==> config.mk <==
export PLATFORM = sky130hd
export DESIGN_NAME = axi_ar_crossbar_flat
export DESIGN_NICKNAME = d
export VERILOG_FILES = /design/src/rtl/axi_ar_crossbar_if.sv /design/src/rtl/axi_ar_crossbar.sv /design/src/flat_wrapper.sv
export SDC_FILE = /design/constraint.sdc
export NUM_CORES = 1
export LEC_CHECK = 0
export ABC_AREA = 1
export ABC_CLOCK_PERIOD_IN_PS = 5350
export BUFFER_PORTS_ARGS = -buffer_cell sky130_fd_sc_hd__buf_2
export CAP_MARGIN = 30
export CORE_AREA = 2 2 102 104
export DETAILED_ROUTE_END_ITERATION = 6
export DIE_AREA = 0 0 104 106
export PLACE_DENSITY = 0.69
export SETUP_SLACK_MARGIN = 0.1
export SLEW_MARGIN = 20
export SYNTH_ARGS = -nofsm -noshare
export SYNTH_HDL_FRONTEND = slang
export SYNTH_SLANG_ARGS = --single-unit
==> constraint.sdc <==
create_clock -name ACLK -period 5.35 [get_ports ACLK]
set_clock_uncertainty 0.2 [all_clocks]
set_input_delay 0.2675 -clock ACLK [delete_from_list [all_inputs] [get_ports ACLK]]
set_output_delay 0.2675 -clock ACLK [all_outputs]
set_load 0.005 [all_outputs]
==> src/rtl/axi_ar_crossbar_if.sv <==
// axi_ar_crossbar_if: AR-channel bundle between masters, slaves, the decode-error path and the crossbar.
interface axi_ar_crossbar_if #(
  parameter int NUM_M     = 2,
  parameter int NUM_S     = 3,
  parameter int ID_BITS   = 4,
  parameter int MIDX_BITS = 4,
  parameter int ADDR_BITS = 32,
  parameter int LEN_BITS  = 4,
  parameter int SIZE_BITS = 3
);
  localparam int IDS_BITS = MIDX_BITS + ID_BITS;
  logic [NUM_M*ID_BITS-1:0]   ARID_M;
  logic [NUM_M*ADDR_BITS-1:0] ARADDR_M;
  logic [NUM_M*LEN_BITS-1:0]  ARLEN_M;
  logic [NUM_M*SIZE_BITS-1:0] ARSIZE_M;
  logic [NUM_M*2-1:0]         ARBURST_M;
  logic [NUM_M-1:0]           ARVALID_M;
  logic [NUM_M-1:0]           ARREADY_M;
  logic [NUM_S*IDS_BITS-1:0]  ARID_S;
  logic [NUM_S*ADDR_BITS-1:0] ARADDR_S;
  logic [NUM_S*LEN_BITS-1:0]  ARLEN_S;
  logic [NUM_S*SIZE_BITS-1:0] ARSIZE_S;
  logic [NUM_S*2-1:0]         ARBURST_S;
  logic [NUM_S-1:0]           ARVALID_S;
  logic [NUM_S-1:0]           ARREADY_S;
  logic                       DERR_VALID;
  logic [IDS_BITS-1:0]        DERR_ID;
  logic [LEN_BITS-1:0]        DERR_LEN;
  logic                       DERR_READY;
  logic                       GNT_BUSY;
  modport master (
    output ARID_M, ARADDR_M, ARLEN_M, ARSIZE_M, ARBURST_M, ARVALID_M, ARREADY_S, DERR_READY,
    input  ARREADY_M, ARID_S, ARADDR_S, ARLEN_S, ARSIZE_S, ARBURST_S, ARVALID_S,
           DERR_VALID, DERR_ID, DERR_LEN, GNT_BUSY
  );
  modport slave (
    input  ARID_M, ARADDR_M, ARLEN_M, ARSIZE_M, ARBURST_M, ARVALID_M, ARREADY_S, DERR_READY,
    output ARREADY_M, ARID_S, ARADDR_S, ARLEN_S, ARSIZE_S, ARBURST_S, ARVALID_S,
           DERR_VALID, DERR_ID, DERR_LEN, GNT_BUSY
  );
endinterface

==> src/rtl/axi_ar_crossbar.sv <==
// axi_ar_crossbar: round-robin AR router with address decode, ID extension and local decode-error absorption.
module axi_ar_crossbar #(
  parameter int NUM_M     = 2,
  parameter int NUM_S     = 3,
  parameter int ID_BITS   = 4,
  parameter int MIDX_BITS = 4,
  parameter int ADDR_BITS = 32,
  parameter int LEN_BITS  = 4,
  parameter int SIZE_BITS = 3,
  parameter logic [NUM_S*ADDR_BITS-1:0] S_BASE = {32'h2000_0000, 32'h0001_0000, 32'h0000_0000},
  parameter logic [NUM_S*ADDR_BITS-1:0] S_MASK = {32'hFFE0_0000, 32'hFFFF_0000, 32'hFFFF_0000}
) (
  input logic ACLK,
  input logic ARESETn,
  axi_ar_crossbar_if.slave bus
);
  localparam int IDS_BITS = MIDX_BITS + ID_BITS;
  localparam int MW = NUM_M > 1 ? $clog2(NUM_M) : 1;
  localparam int SW = NUM_S > 1 ? $clog2(NUM_S) : 1;
  typedef enum logic [1:0] {IDLE, FWD, DERR} state_t;
  state_t              state_q;
  logic [MW-1:0]       gnt_m_q, rr_q, pick_m_d, rr_d;
  logic [SW-1:0]       gnt_s_q, pick_s_d;
  logic                pick_ok, hit, g_vld;
  logic [ADDR_BITS-1:0] pick_addr;
  logic [IDS_BITS-1:0] g_id;
  logic [LEN_BITS-1:0] g_len;
  // first valid master from rr_q onward, then decode its address (lowest slave index wins)
  always_comb begin
    pick_ok = 1'b0;
    pick_m_d = '0;
    for (int k = 0; k < NUM_M; k++)
      if (!pick_ok && bus.ARVALID_M[(int'(rr_q) + k) % NUM_M]) begin
        pick_ok = 1'b1;
        pick_m_d = MW'((int'(rr_q) + k) % NUM_M);
      end
    pick_addr = bus.ARADDR_M[pick_m_d*ADDR_BITS +: ADDR_BITS];
    hit = 1'b0;
    pick_s_d = '0;
    for (int s = NUM_S - 1; s >= 0; s--)
      if ((pick_addr & S_MASK[s*ADDR_BITS +: ADDR_BITS]) == S_BASE[s*ADDR_BITS +: ADDR_BITS]) begin
        hit = 1'b1;
        pick_s_d = SW'(s);
      end
  end
  assign rr_d  = gnt_m_q == MW'(NUM_M - 1) ? '0 : gnt_m_q + MW'(1);
  assign g_vld = bus.ARVALID_M[gnt_m_q];
  assign g_id  = {MIDX_BITS'(gnt_m_q), bus.ARID_M[gnt_m_q*ID_BITS +: ID_BITS]};
  assign g_len = bus.ARLEN_M[gnt_m_q*LEN_BITS +: LEN_BITS];
  always_comb begin
    bus.ARREADY_M  = '0;
    bus.ARID_S     = '0;
    bus.ARADDR_S   = '0;
    bus.ARLEN_S    = '0;
    bus.ARSIZE_S   = '0;
    bus.ARBURST_S  = '0;
    bus.ARVALID_S  = '0;
    bus.DERR_VALID = state_q == DERR;
    bus.DERR_ID    = state_q == DERR ? g_id : '0;
    bus.DERR_LEN   = state_q == DERR ? g_len : '0;
    bus.GNT_BUSY   = state_q != IDLE;
    if (state_q == FWD) begin
      bus.ARVALID_S[gnt_s_q]                        = g_vld;
      bus.ARID_S[gnt_s_q*IDS_BITS +: IDS_BITS]      = g_id;
      bus.ARADDR_S[gnt_s_q*ADDR_BITS +: ADDR_BITS]  = bus.ARADDR_M[gnt_m_q*ADDR_BITS +: ADDR_BITS];
      bus.ARLEN_S[gnt_s_q*LEN_BITS +: LEN_BITS]     = g_len;
      bus.ARSIZE_S[gnt_s_q*SIZE_BITS +: SIZE_BITS]  = bus.ARSIZE_M[gnt_m_q*SIZE_BITS +: SIZE_BITS];
      bus.ARBURST_S[gnt_s_q*2 +: 2]                 = bus.ARBURST_M[gnt_m_q*2 +: 2];
      bus.ARREADY_M[gnt_m_q]                        = bus.ARREADY_S[gnt_s_q];
    end
    if (state_q == DERR)
      bus.ARREADY_M[gnt_m_q] = bus.DERR_READY;
  end
  always_ff @(posedge ACLK or negedge ARESETn)
    if (!ARESETn) begin
      state_q <= IDLE;
      gnt_m_q <= '0;
      gnt_s_q <= '0;
      rr_q    <= '0;
    end else
      case (state_q)
        IDLE: if (pick_ok) begin
          gnt_m_q <= pick_m_d;
          gnt_s_q <= pick_s_d;
          state_q <= hit ? FWD : DERR;
        end
        // a dropped ARVALID abandons the grant without advancing the pointer
        FWD: if (!g_vld || bus.ARREADY_S[gnt_s_q]) begin
          state_q <= IDLE;
          if (g_vld) rr_q <= rr_d;
        end
        DERR: if (bus.DERR_READY) begin
          state_q <= IDLE;
          rr_q    <= rr_d;
        end
        default: state_q <= IDLE;
      endcase
endmodule
==> src/flat_wrapper.sv <==
// flat-port wrapper written by rule: the top's interface ports become plain ports
module axi_ar_crossbar_flat 
#(
  parameter int NUM_M     = 2,
  parameter int NUM_S     = 3,
  parameter int ID_BITS   = 4,
  parameter int MIDX_BITS = 4,
  parameter int ADDR_BITS = 32,
  parameter int LEN_BITS  = 4,
  parameter int SIZE_BITS = 3,
  parameter logic [NUM_S*ADDR_BITS-1:0] S_BASE = {32'h2000_0000, 32'h0001_0000, 32'h0000_0000},
  parameter logic [NUM_S*ADDR_BITS-1:0] S_MASK = {32'hFFE0_0000, 32'hFFFF_0000, 32'hFFFF_0000}
)
  (ACLK, ARESETn, bus_ARID_M, bus_ARADDR_M, bus_ARLEN_M, bus_ARSIZE_M, bus_ARBURST_M, bus_ARVALID_M, bus_ARREADY_S, bus_DERR_READY, bus_ARREADY_M, bus_ARID_S, bus_ARADDR_S, bus_ARLEN_S, bus_ARSIZE_S, bus_ARBURST_S, bus_ARVALID_S, bus_DERR_VALID, bus_DERR_ID, bus_DERR_LEN, bus_GNT_BUSY);
  axi_ar_crossbar_if #(.NUM_M(NUM_M), .NUM_S(NUM_S), .ID_BITS(ID_BITS), .MIDX_BITS(MIDX_BITS), .ADDR_BITS(ADDR_BITS), .LEN_BITS(LEN_BITS), .SIZE_BITS(SIZE_BITS)) bus_i ();
  input logic ACLK;
  input logic ARESETn;
  input wire logic [$bits(bus_i.ARID_M)-1:0] bus_ARID_M;
  input wire logic [$bits(bus_i.ARADDR_M)-1:0] bus_ARADDR_M;
  input wire logic [$bits(bus_i.ARLEN_M)-1:0] bus_ARLEN_M;
  input wire logic [$bits(bus_i.ARSIZE_M)-1:0] bus_ARSIZE_M;
  input wire logic [$bits(bus_i.ARBURST_M)-1:0] bus_ARBURST_M;
  input wire logic [$bits(bus_i.ARVALID_M)-1:0] bus_ARVALID_M;
  input wire logic [$bits(bus_i.ARREADY_S)-1:0] bus_ARREADY_S;
  input wire logic [$bits(bus_i.DERR_READY)-1:0] bus_DERR_READY;
  output wire logic [$bits(bus_i.ARREADY_M)-1:0] bus_ARREADY_M;
  output wire logic [$bits(bus_i.ARID_S)-1:0] bus_ARID_S;
  output wire logic [$bits(bus_i.ARADDR_S)-1:0] bus_ARADDR_S;
  output wire logic [$bits(bus_i.ARLEN_S)-1:0] bus_ARLEN_S;
  output wire logic [$bits(bus_i.ARSIZE_S)-1:0] bus_ARSIZE_S;
  output wire logic [$bits(bus_i.ARBURST_S)-1:0] bus_ARBURST_S;
  output wire logic [$bits(bus_i.ARVALID_S)-1:0] bus_ARVALID_S;
  output wire logic [$bits(bus_i.DERR_VALID)-1:0] bus_DERR_VALID;
  output wire logic [$bits(bus_i.DERR_ID)-1:0] bus_DERR_ID;
  output wire logic [$bits(bus_i.DERR_LEN)-1:0] bus_DERR_LEN;
  output wire logic [$bits(bus_i.GNT_BUSY)-1:0] bus_GNT_BUSY;
  assign bus_i.ARID_M = bus_ARID_M;
  assign bus_i.ARADDR_M = bus_ARADDR_M;
  assign bus_i.ARLEN_M = bus_ARLEN_M;
  assign bus_i.ARSIZE_M = bus_ARSIZE_M;
  assign bus_i.ARBURST_M = bus_ARBURST_M;
  assign bus_i.ARVALID_M = bus_ARVALID_M;
  assign bus_i.ARREADY_S = bus_ARREADY_S;
  assign bus_i.DERR_READY = bus_DERR_READY;
  assign bus_ARREADY_M = bus_i.ARREADY_M;
  assign bus_ARID_S = bus_i.ARID_S;
  assign bus_ARADDR_S = bus_i.ARADDR_S;
  assign bus_ARLEN_S = bus_i.ARLEN_S;
  assign bus_ARSIZE_S = bus_i.ARSIZE_S;
  assign bus_ARBURST_S = bus_i.ARBURST_S;
  assign bus_ARVALID_S = bus_i.ARVALID_S;
  assign bus_DERR_VALID = bus_i.DERR_VALID;
  assign bus_DERR_ID = bus_i.DERR_ID;
  assign bus_DERR_LEN = bus_i.DERR_LEN;
  assign bus_GNT_BUSY = bus_i.GNT_BUSY;
  axi_ar_crossbar #(.NUM_M(NUM_M), .NUM_S(NUM_S), .ID_BITS(ID_BITS), .MIDX_BITS(MIDX_BITS), .ADDR_BITS(ADDR_BITS), .LEN_BITS(LEN_BITS), .SIZE_BITS(SIZE_BITS), .S_BASE(S_BASE), .S_MASK(S_MASK)) u_core (.ACLK(ACLK), .ARESETn(ARESETn), .bus(bus_i));
endmodule
==> results of run 1 <==
-- area by class of cell --
| class | count | area, µm² |
|---|---|---|
| Timing Repair Buffer | 257 | 1320 |
| Inverter | 30 | 113 |
| Sequential cell | 6 | 151 |
| Clock buffer | 4 | 45.0 |
| Tap cell | 136 | 170 |
| Fill cell | 1147 | 6410 |
| Multi-Input combinational cell | 347 | 1790 |
-- registers in the layout, summed over array words and instances, names as in the netlist --
| name | count |
|---|---|
| u_core.state_q | 2 |
| u_core.gnt_s_q | 2 |
| u_core.rr_q | 1 |
| u_core.gnt_m_q | 1 |
-- timing repair --
action,in CTS,in global routing
hold buffers,1,0
hold endpoints to repair,6,0
endpoints found under the setup margin,0,0
-- tightest hold or removal path, cell delays in order --
cell,delay (ns)
sky130_fd_sc_hd__buf_2,0.09
sky130_fd_sc_hd__or2_2,0.12
sky130_fd_sc_hd__nand2_1,0.05
-- cells in the final DEF, fill, tap and decap left out, types with 4 or more instances in the layout --
| master | netlist | final |
|---|---|---|
| sky130_fd_sc_hd__ha_1 | 6 | 6 |
| sky130_fd_sc_hd__nor2_1 | 163 | 163 |
| sky130_fd_sc_hd__buf_2 | 7 | 251 |
| sky130_fd_sc_hd__nand2_1 | 39 | 39 |
| sky130_fd_sc_hd__mux2i_1 | 35 | 35 |
| sky130_fd_sc_hd__dfrtp_1 | 6 | 5 |
| sky130_fd_sc_hd__nor3_1 | 4 | 4 |
| sky130_fd_sc_hd__or2_2 | 37 | 37 |
| sky130_fd_sc_hd__inv_1 | 27 | 27 |
| sky130_fd_sc_hd__o21ai_0 | 13 | 13 |
| sky130_fd_sc_hd__or2_1 | 9 | 9 |
| sky130_fd_sc_hd__conb_1 | 1 | 12 |
| sky130_fd_sc_hd__buf_4 | 13 | 4 |
| sky130_fd_sc_hd__nand3_1 | 11 | 11 |
-- through the flow --
step           worst slack [ns]  utilization, %
6_report                   2.34            35.9
5_1_grt                    2.14            35.9
4_1_cts                    2.30            35.9
3_5_place_dp               2.52            35.4
3_3_place_gp               2.46            35.1
2_1_floorplan              3.30               -
-- worst min path at each step --
stage | slack (ns) | end | startpoint | cells past startpoint
6_report | 0.15 | u_core.state_q[1] | bus_DERR_READY | 3
4_1_cts | 0.14 | u_core.state_q[1] | bus_DERR_READY | 3
5_1_grt | 0.15 | u_core.state_q[1] | bus_DERR_READY | 3
2_1_floorplan | -0.23 | u_core.gnt_m_q | ARESETn | 0
3_5_place_dp | -0.10 | u_core.rr_q | ARESETn | 1
3_3_place_gp | -0.10 | u_core.state_q[1] | ARESETn | 1
-- cells by family after synthesis --
kind of cell,synth area share [%]
simple gates,52.0
buf+inv,17.2
mux,15.3
compound gates,5.46
fa+ha+maj,3.27
flops,6.55
other cells,0.164
-- metal layers --
metal  wire [µm]  vias up
met5           0        -
li1            -     1709
met1        4270     1439
met3         788        2
met2        4850      146
met4          28        0
-- power breakdown --
group          switching (mW)  leakage [nW]  internal (mW)
logic                   0.304          2.13          0.227
clock network          0.0215        0.0228         0.0514
registers              0.0409        0.0747         0.0575
==> parameters.txt, run 1 <==
Parameter                              Value

Clock tree
  Quantity of gates resized following cts    0
  Setup Fix Bufs, Post-CTS    0
  TritonCTS clock tree    built
  Insertion delay to the later sink of the worst-skew pair    0.23 ns
  Total CTS buffers    3
  Clock root buffer    sky130_fd_sc_hd__clkbuf_8
  Clock tree buffer depth    2
  Number of H-tree levels    1
  Reg clk slew, reported paths    0.04 ns
  Clock sink count    6

Critical path
  Critical path capture point    bus_ARADDR_S[93]
  Critical Path Source    u_core.gnt_m_q
  Required time at the worst-slack endpoint    4.88 ns
  Register-to-register path setup slack    3.04 ns
  Crit. path cell count    5
  WS Path Type    register to primary output
  Crit path max-delay cell type    sky130_fd_sc_hd__dfrtp_2
  Depth of the most critical reg-to-reg path    8
  Capturing point of the worst reg2reg path    u_core.rr_q
  Largest delay contributor family on the critical path    flip-flops
  Startpoint kind of the worst setup timing path    register
  Cells along the critical path    buf_4 > o21ai_0 > or2_2 > nor2_1 > buf_2
  Type of element capturing the critical path    primary output
  Arrival time reported for the critical path endpoint    2.55 ns
  Start of the worst register-to-register path    u_core.gnt_m_q
  Critical path buffer and inverter count    2
  Worst stage delay on the critical path    0.79 ns
  Maximum net fanout on the critical path    35

Floorplan
  Area of the placeable core    0.0100 mm²
  Std cell rows    37
  Die ar.    0.0110 mm²
  Top-level port count    264
  Die height    106 µm
  Die Width    104 µm
  Starting density of the core    22.9%

Global route
  Overall overflow remaining after global route    0
  Vias in the first global route    2997
  Met3 track utilization from global routing    2.45%
  Number of antenna violations at the first check in global routing    0
  Global routing usage summed across all routing layers    16.9%
  Met2 demand-to-capacity share in global routing    29.6%
  Maximum number of pins on one net before global-route repair    48
  Met1 layer usage reported by global route    22.8%
  Most Used Layer, Global Route    met2
  Global-route wire length before repair    15.6 mm

Yosys
  Commonest cells post-synth    sky130_fd_sc_hd__nor2_1 (163), sky130_fd_sc_hd__nand2_1 (39), sky130_fd_sc_hd__or2_2 (37)
  Syn Area/Cell    5.61 µm²
  Yosys Warn Count    0
  Predominant post-synthesis flop cell    sky130_fd_sc_hd__dfrtp_1
  Proportion of netlist area held by the largest area contributor    26.7%
  Synth area leaders    sky130_fd_sc_hd__nor2_1 (27%), sky130_fd_sc_hd__mux2i_1 (15%), sky130_fd_sc_hd__or2_2 (10%)
  Register area share after synthesis    6.55%
  Post-synth EDFFs    0
  FFs w/ async S/R, synth    100%
  Post-Synthesis Cells    409
  Post-Syn Area    0.00229 mm²
  Library cell occupying the most area in the post-synthesis netlist    sky130_fd_sc_hd__nor2_1
  Number of storage elements in the synthesis netlist    6
  Most common cell in the synthesized netlist    sky130_fd_sc_hd__nor2_1
  Distinct cells, synth    28

Routing
  Average routed wire per standard cell    12.7 µm
  Count of antenna-violating nets left after detailed routing    0
  Via density per instance    4.23
  Post-route DRC violation count    0
  Sum of routed wire length over all layers    9.93 mm
  Total via count in the routed design    3296
  First-pass detailed-route iteration total    7
  Iter 0 DRT Violations    209

STA
  Setup repair after global routing missed its margin    no
  Transition time at the pin with the least slew margin    0.658 ns
  Tightest hold margin    0.148 ns
  Pins over their slew limit    0
  Relative slew slack    55.7%
  Max Fclk    0.332 GHz
  Final setup fails    0
  Post-route setup TNS    0 ns
  Final Hold Fails    0
  Final worst path period need    3.01 ns
  Portion of the clock cycle consumed by the worst path in the final layout    56.3%

Pwr
  Pwr Total    702 µW
  Peak supply drop    192 µV
  Power density over cell area    196 mW/mm²
  Pleak    2.23 nW

Final layout
  Area growth syn-to-layout    56.6%
  # diodes    0
  Number of standard cells in the layout, taps in and fillers out    780
  Share of post-route cells with drive strength above 1    48.1%
  Net count of the finished layout    749
  Post-route design area    0.00359 mm²

Hold path
  Hold WC Path Type    input pin to register

Status
  Status    complete, no violations

Placement
  Final RePlAce weighted congestion    0.857
  Area post-placement    0.00354 mm²
  Cell total after placement    775
  DPL Wire Length    8.23 mm
  Count of input and output buffers    251

Job
  Max-Cap Viols    0
(Power assumes the default switching activity.)
==> run 2: changes to the inputs <==
- ABC_CLOCK_PERIOD_IN_PS: 5350 -> 3100
- CORE_AREA: 2 2 102 104 -> 2 2 103 105
- DIE_AREA: 0 0 104 106 -> 0 0 105 107
- PLACE_DENSITY: 0.69 -> 0.68
- clock period: 5.35 -> 3.1 ns (I/O delays scaled with it)
==> run 2 against run 1 <==
  * Critical path depth unchanged
  * Register-to-register slack got worse by 1.9 ns
  * Clock-buffer cell count unchanged
  * Largest power group unchanged
==> parameters.txt, run 2 (synthesis gave the netlist of run 1 again) <==
Parameter                              Value

Status
  Status    complete, no violations

Final layout
  Area growth syn-to-layout    57.3%
  Leading registers by flop count    u_core.gnt_s_q x2, u_core.state_q x2
  Fill cell count    1161 (+1.2%)
  Most frequent cells in the layout    sky130_fd_sc_hd__buf_2 (251), sky130_fd_sc_hd__nor2_1 (163), sky130_fd_sc_hd__nand2_1 (39)
  Number of standard cells in the layout, taps in and fillers out    783 (+0.38%)
  # diodes    0 (unchanged)
  Most common library cell in the layout ignoring fill and taps    sky130_fd_sc_hd__buf_2
  Net count of the finished layout    752 (+0.40%)
  Post-route design area    0.00361 mm² (+0.42%)
  Share of post-route cells with drive strength above 1    48.4% (+0.24 points)

STA
  Final worst path period need    2.58 ns
  Pins over their slew limit    0 (unchanged)
  Setup repair after global routing missed its margin    no
  Smallest setup slack after layout    0.520 ns (-1.82 ns)
  Relative slew slack    58.1% (+2.4 points)
  Transition time at the pin with the least slew margin    0.629 ns (-0.0292 ns)
  Portion of the clock cycle consumed by the worst path in the final layout    83.2%
  Final Hold Fails    0 (unchanged)
  Max Fclk    0.388 GHz
  Final setup fails    0 (unchanged)
  Post-route setup TNS    0 ns (unchanged)

Placement
  DPL Wire Length    8.62 mm (+4.8%)
  Final RePlAce weighted congestion    0.875 (+2.1%)
  Area post-placement    0.00355 mm² (+0.42%)
  Count of input and output buffers    251 (unchanged)
  Post-placement worst setup slack    0.752 ns (-1.77 ns)
  Cell total after placement    778 (+0.39%)

Job
  Max-Cap Viols    0 (unchanged)

Global route
  Number of antenna violations at the first check in global routing    0 (unchanged)
  Global-route wire length before repair    15.6 mm (+0.22%)
  Global routing usage summed across all routing layers    17.0% (+0.085 points)
  Maximum number of pins on one net before global-route repair    48 (unchanged)
  Overall overflow remaining after global route    0 (unchanged)
  Vias in the first global route    3069 (+2.4%)

Routing
  Post-route DRC violation count    0 (unchanged)
  Average routed wire per standard cell    13.3 µm (+4.7%)
  Sum of routed wire length over all layers    10.4 mm (+5.1%)
  First-pass detailed-route iteration total    4 (-3)
  Via density per instance    4.34 (+2.8%)
  Total via count in the routed design    3400 (+3.2%)
  Iter 0 DRT Violations    230 (+10%)
  Count of antenna-violating nets left after detailed routing    0 (unchanged)

Critical path
  Required time at the worst-slack endpoint    2.74 ns (-2.14 ns)
  WS Path Type    register to primary output
  Register-to-register path setup slack    1.14 ns (-1.90 ns)
  Type of element capturing the critical path    primary output
  Arrival time reported for the critical path endpoint    2.22 ns (-0.33 ns)
  Depth of the most critical reg-to-reg path    8 (unchanged)
  Startpoint kind of the worst setup timing path    register
  Capturing point of the worst reg2reg path    u_core.rr_q
  Maximum net fanout on the critical path    26 (-26%)
  Start of the worst register-to-register path    u_core.gnt_m_q
  Critical Path Source    u_core.gnt_m_q

Floorplan
  Area of the placeable core    0.0101 mm² (+0.93%)
  Std cell rows    37 (unchanged)
  Starting density of the core    22.7% (-0.21 points)
  Die height    107 µm (+0.94%)
  Die Width    105 µm (+0.96%)
  Top-level port count    264 (unchanged)
  Die ar.    0.0112 mm² (+1.9%)

Clock tree
  Number of H-tree levels    1 (unchanged)
  Insertion delay to the later sink of the worst-skew pair    0.23 ns (about the same)
  Clock root buffer    sky130_fd_sc_hd__clkbuf_8
  Total CTS buffers    3 (unchanged)
  Quantity of gates resized following cts    0 (unchanged)
  Setup Fix Bufs, Post-CTS    0 (unchanged)
  Clock sink count    6 (unchanged)
  Reg clk slew, reported paths    0.04 ns (about the same)
  Clock tree buffer depth    2 (unchanged)
  CTS hold repair buffers    1 (unchanged)
  TritonCTS clock tree    built

Hold path
  Hold WC Path Type    input pin to register
  Capture endpoint of the worst hold path    u_core.state_q[1]
  Startpoint of the lowest-slack hold path    bus_DERR_READY
  Worst hold path stage count    3 (unchanged)

Pwr
  Power density over cell area    349 mW/mm² (+78%)
  Peak supply drop    360 µV (+87%)
  Pleak    2.24 nW (+0.34%)
-- run 2: changes by cell type in the layout (fill, tap and decap cells not counted) --
cell	delta
sky130_fd_sc_hd__buf_12	+1
sky130_fd_sc_hd__buf_16	-1
sky130_fd_sc_hd__buf_4	+3
-- run 2: worst max-delay path, stage by stage, from the launching register on --
cell and delay, ns:
sky130_fd_sc_hd__dfrtp_2 0.76, sky130_fd_sc_hd__buf_4 0.35, sky130_fd_sc_hd__o21ai_0 0.23, sky130_fd_sc_hd__or2_2 0.34, sky130_fd_sc_hd__nor2_1 0.16, sky130_fd_sc_hd__buf_2 0.14
-- run 2: through the flow --
stage	util [%]	hold slack, ns	power [mW]
final	35.7	0.00574	1.26
after CTS	35.7	0.00264	1.26
after detailed placement	35.2	-0.216	1.13
after floorplan	-	-0.341	0.901
after global routing	35.7	0.0233	1.38
after global placement	35.2	-0.216	1.13
-- run 2: worst max path at each step --
stage               depth (start not counted)          endpoint
detailed placement                          5  bus_ARADDR_S[91]
global placement                            5  bus_ARADDR_S[91]
CTS                                         5  bus_ARADDR_S[91]
floorplan                                   6  bus_ARADDR_S[10]
global route                                6   bus_ARSIZE_S[4]
finish                                      5  bus_ARADDR_S[91]
-- run 2: power breakdown --
group / leakage (nW) / switching [mW] / internal (mW)
clock: 0.0228 / 0.0417 / 0.0891
sequential: 0.0747 / 0.0682 / 0.0993
combinational: 2.14 / 0.549 / 0.411
total: 2.24 / 0.659 / 0.600
-- run 2: cell type report --
class	count	area, µm²	area share [%]
Inverter	30	113	3.12
Timing Repair Buffer	260	1340	37.1
Tap cell	136	170	4.72
Sequential cell	6	151	4.20
Multi-Input combinational cell	347	1790	49.6
Clock buffer	4	45.0	1.25
-- run 2: per-layer routing --
metal | vias to the layer above | track usage [%] | share of wire (%)
met5 | - | 0 | 0
met2 | 159 | 30.0 | 49
li1 | 1716 | - | -
met3 | 6 | 2.86 | 8.5
met1 | 1519 | 21.9 | 42
met4 | 0 | 3.14 | 0.73
==> run 3: changes to the inputs <==
- ABC_CLOCK_PERIOD_IN_PS: 3100 -> 2400
- clock period: 3.1 -> 2.4 ns (I/O delays scaled with it)
==> run 3 against run 2 <==
  * Total power rose by 32%
  * Setup slack got worse by 0.34 ns
  * Clock-buffer cell count did not move
  * First-iteration DRC count rose by 13%
  * Cell area rose by 1.3%
  * Non-clock buffer count rose by 2
  * Sequential power fell by 3%
  * Routed wire length fell by 1.6%
  * Critical endpoint is now bus_ARADDR_S[23]
  * Highest routed layer unchanged
==> parameters.txt, run 3 (synthesis gave the netlist of run 1 again) <==
Parameter                              Value

Placement
  Final RePlAce weighted congestion    0.844 (-3.5%)
  Area post-placement    0.00358 mm² (+0.92%)
  Count of input and output buffers    251 (unchanged)
  DPL Wire Length    8.34 mm (-3.2%)
  Post-placement worst setup slack    0.404 ns (-0.348 ns)

Final layout
  # diodes    0 (unchanged)
  Net count of the finished layout    754 (+0.27%)
  Share of post-route cells with drive strength above 1    48.5% (+0.16 points)
  Most frequent cells in the layout    sky130_fd_sc_hd__buf_2 (251), sky130_fd_sc_hd__nor2_1 (163), sky130_fd_sc_hd__nand2_1 (39)
  Area growth syn-to-layout    59.3%
  Leading registers by flop count    u_core.gnt_s_q x2, u_core.state_q x2
  Most common library cell in the layout ignoring fill and taps    sky130_fd_sc_hd__buf_2
  Post-route design area    0.00365 mm² (+1.3%)

Clock tree
  TritonCTS clock tree    built
  Insertion delay to the later sink of the worst-skew pair    0.24 ns (about the same)
  Number of H-tree levels    1 (unchanged)
  Total CTS buffers    3 (unchanged)
  Clock tree buffer depth    2 (unchanged)
  Reg clk slew, reported paths    0.04 ns (about the same)
  Setup Fix Bufs, Post-CTS    0 (unchanged)
  Clock sink count    6 (unchanged)
  Clock root buffer    sky130_fd_sc_hd__clkbuf_8

Pwr
  Pleak    2.26 nW (+1.1%)
  Power density over cell area    455 mW/mm² (+30%)
  Peak supply drop    349 µV (-3.0%)

Status
  Status    complete, no violations

Floorplan
  Die ar.    0.0112 mm² (unchanged)
  Die height    107 µm (unchanged)
  Starting density of the core    22.7% (unchanged)
  Die Width    105 µm (unchanged)
  Std cell rows    37 (unchanged)
  Top-level port count    264 (unchanged)
  Area of the placeable core    0.0101 mm² (unchanged)

STA
  Transition time at the pin with the least slew margin    0.648 ns (+0.0199 ns)
  Portion of the clock cycle consumed by the worst path in the final layout    92.5%
  Relative slew slack    56.3% (-1.8 points)
  Post-route setup TNS    0 ns (unchanged)
  Final Hold Fails    0 (unchanged)
  Final worst path period need    2.22 ns
  Final setup fails    0 (unchanged)
  Smallest setup slack after layout    0.179 ns (-0.341 ns)
  Max Fclk    0.450 GHz
  Pins over their slew limit    0 (unchanged)
  Setup repair after global routing missed its margin    yes

Global route
  Global-route wire length before repair    15.1 mm (-3.1%)
  Vias in the first global route    2946 (-4.0%)
  Number of antenna violations at the first check in global routing    0 (unchanged)
  Global routing usage summed across all routing layers    16.2% (-0.77 points)
  Maximum number of pins on one net before global-route repair    47 (-2.1%)
  Overall overflow remaining after global route    0 (unchanged)

Routing
  Routed length on met3    847 µm (-4.5%)
  Count of antenna-violating nets left after detailed routing    0 (unchanged)
  Routed met1 length    4.34 mm (-0.71%)
  Average routed wire per standard cell    13.1 µm (-1.8%)
  Via density per instance    4.34 (about the same)
  Total via count in the routed design    3410 (+0.29%)
  Sum of routed wire length over all layers    10.3 mm (-1.6%)
  First-pass detailed-route iteration total    4 (unchanged)
  Iter 0 DRT Violations    261 (+13%)
  Uppermost layer routed    met4
  WL met2    4.99 mm (-2.2%)
  Post-route DRC violation count    0 (unchanged)

Hold path
  Hold WC Path Type    input pin to asynchronous set/reset pin

Critical path
  Required time at the worst-slack endpoint    2.08 ns (-0.66 ns)
  Register-to-register path setup slack    0.76 ns (-0.38 ns)
  Maximum net fanout on the critical path    46 (+77%)
  Startpoint kind of the worst setup timing path    register
  WS Path Type    register to primary output
  Type of element capturing the critical path    primary output
  Start of the worst register-to-register path    u_core.state_q[0]
  Arrival time reported for the critical path endpoint    1.90 ns (-0.32 ns)
  Capturing point of the worst reg2reg path    u_core.rr_q
  Depth of the most critical reg-to-reg path    6 (-2)

Job
  Max-Cap Viols    0 (unchanged)
## run 3: cell count changes in the layout (fill, tap and decap cells not counted)
cell	previous run	this run
sky130_fd_sc_hd__buf_12	1	3
sky130_fd_sc_hd__buf_4	7	5
sky130_fd_sc_hd__buf_6	0	1
sky130_fd_sc_hd__dlygate4sd3_1	1	2
sky130_fd_sc_hd__inv_1	27	26
sky130_fd_sc_hd__inv_2	3	4
## run 3: per-stage QoR
step	utilization (%)	hold slack (ns)	std cells	power (mW)
2_1_floorplan	-	-0.376	420	1.16
3_3_place_gp	35.5	-0.251	779	1.46
3_5_place_dp	35.5	-0.248	779	1.47
4_1_cts	36.2	0.0372	785	1.65
5_1_grt	36.2	0.0649	785	1.80
6_report	36.2	0.0319	785	1.66
## run 3: report_power, final
group | switching, mW | internal (mW) | total, mW | leakage [nW]
logic | 0.775 | 0.551 | 1.33 | 2.17
clock network | 0.0577 | 0.115 | 0.173 | 0.0228
registers | 0.0324 | 0.130 | 0.162 | 0.0747
total | 0.865 | 0.796 | 1.66 | 2.26
## run 3: timing repair
item,4_1_cts,5_1_grt
setup endpoints to repair,0,92
endpoints found under the hold margin,7,0
hold buffers,2,0
gates resized for setup,0,2
## run 3: per-layer routing
metal / vias to the layer above / global-route usage (%)
li1: 1717 / -
met1: 1517 / 20.9
met2: 165 / 28.9
met3: 11 / 2.25
met4: 0 / 3.24
met5: - / 0
## run 3: area by class of cell
class,instances,area [µm²]
Sequential cell,6,151
Multi-Input combinational cell,347,1790
Tap cell,136,170
Clock buffer,4,45.0
Inverter,30,113
Timing Repair Buffer,262,1390
Fill cell,1159,6440
## run 3: how the worst max path moves through the flow
stage	start	slack, ns	depth (start not counted)	endpoint
after floorplan	u_core.gnt_s_q[0]	0.50	6	bus_ARADDR_S[10]
final	u_core.gnt_s_q[1]	0.18	7	bus_ARADDR_S[23]
after CTS	u_core.gnt_s_q[1]	0.14	7	bus_ARSIZE_S[1]
after global placement	u_core.gnt_s_q[1]	0.45	7	bus_ARADDR_S[5]
after global routing	u_core.gnt_s_q[0]	0.09	7	bus_ARID_S[2]
after detailed placement	u_core.gnt_s_q[1]	0.40	7	bus_ARSIZE_S[1]
## run 3: worst max-delay path, cell delays in order, from the launching register on
cell and delay [ns]:
sky130_fd_sc_hd__dfrtp_1 0.40, sky130_fd_sc_hd__inv_2 0.09, sky130_fd_sc_hd__ha_1 0.34, sky130_fd_sc_hd__nor3_1 0.23, sky130_fd_sc_hd__nand3_2 0.12, sky130_fd_sc_hd__buf_12 0.19, sky130_fd_sc_hd__nor2_1 0.13, sky130_fd_sc_hd__buf_2 0.13
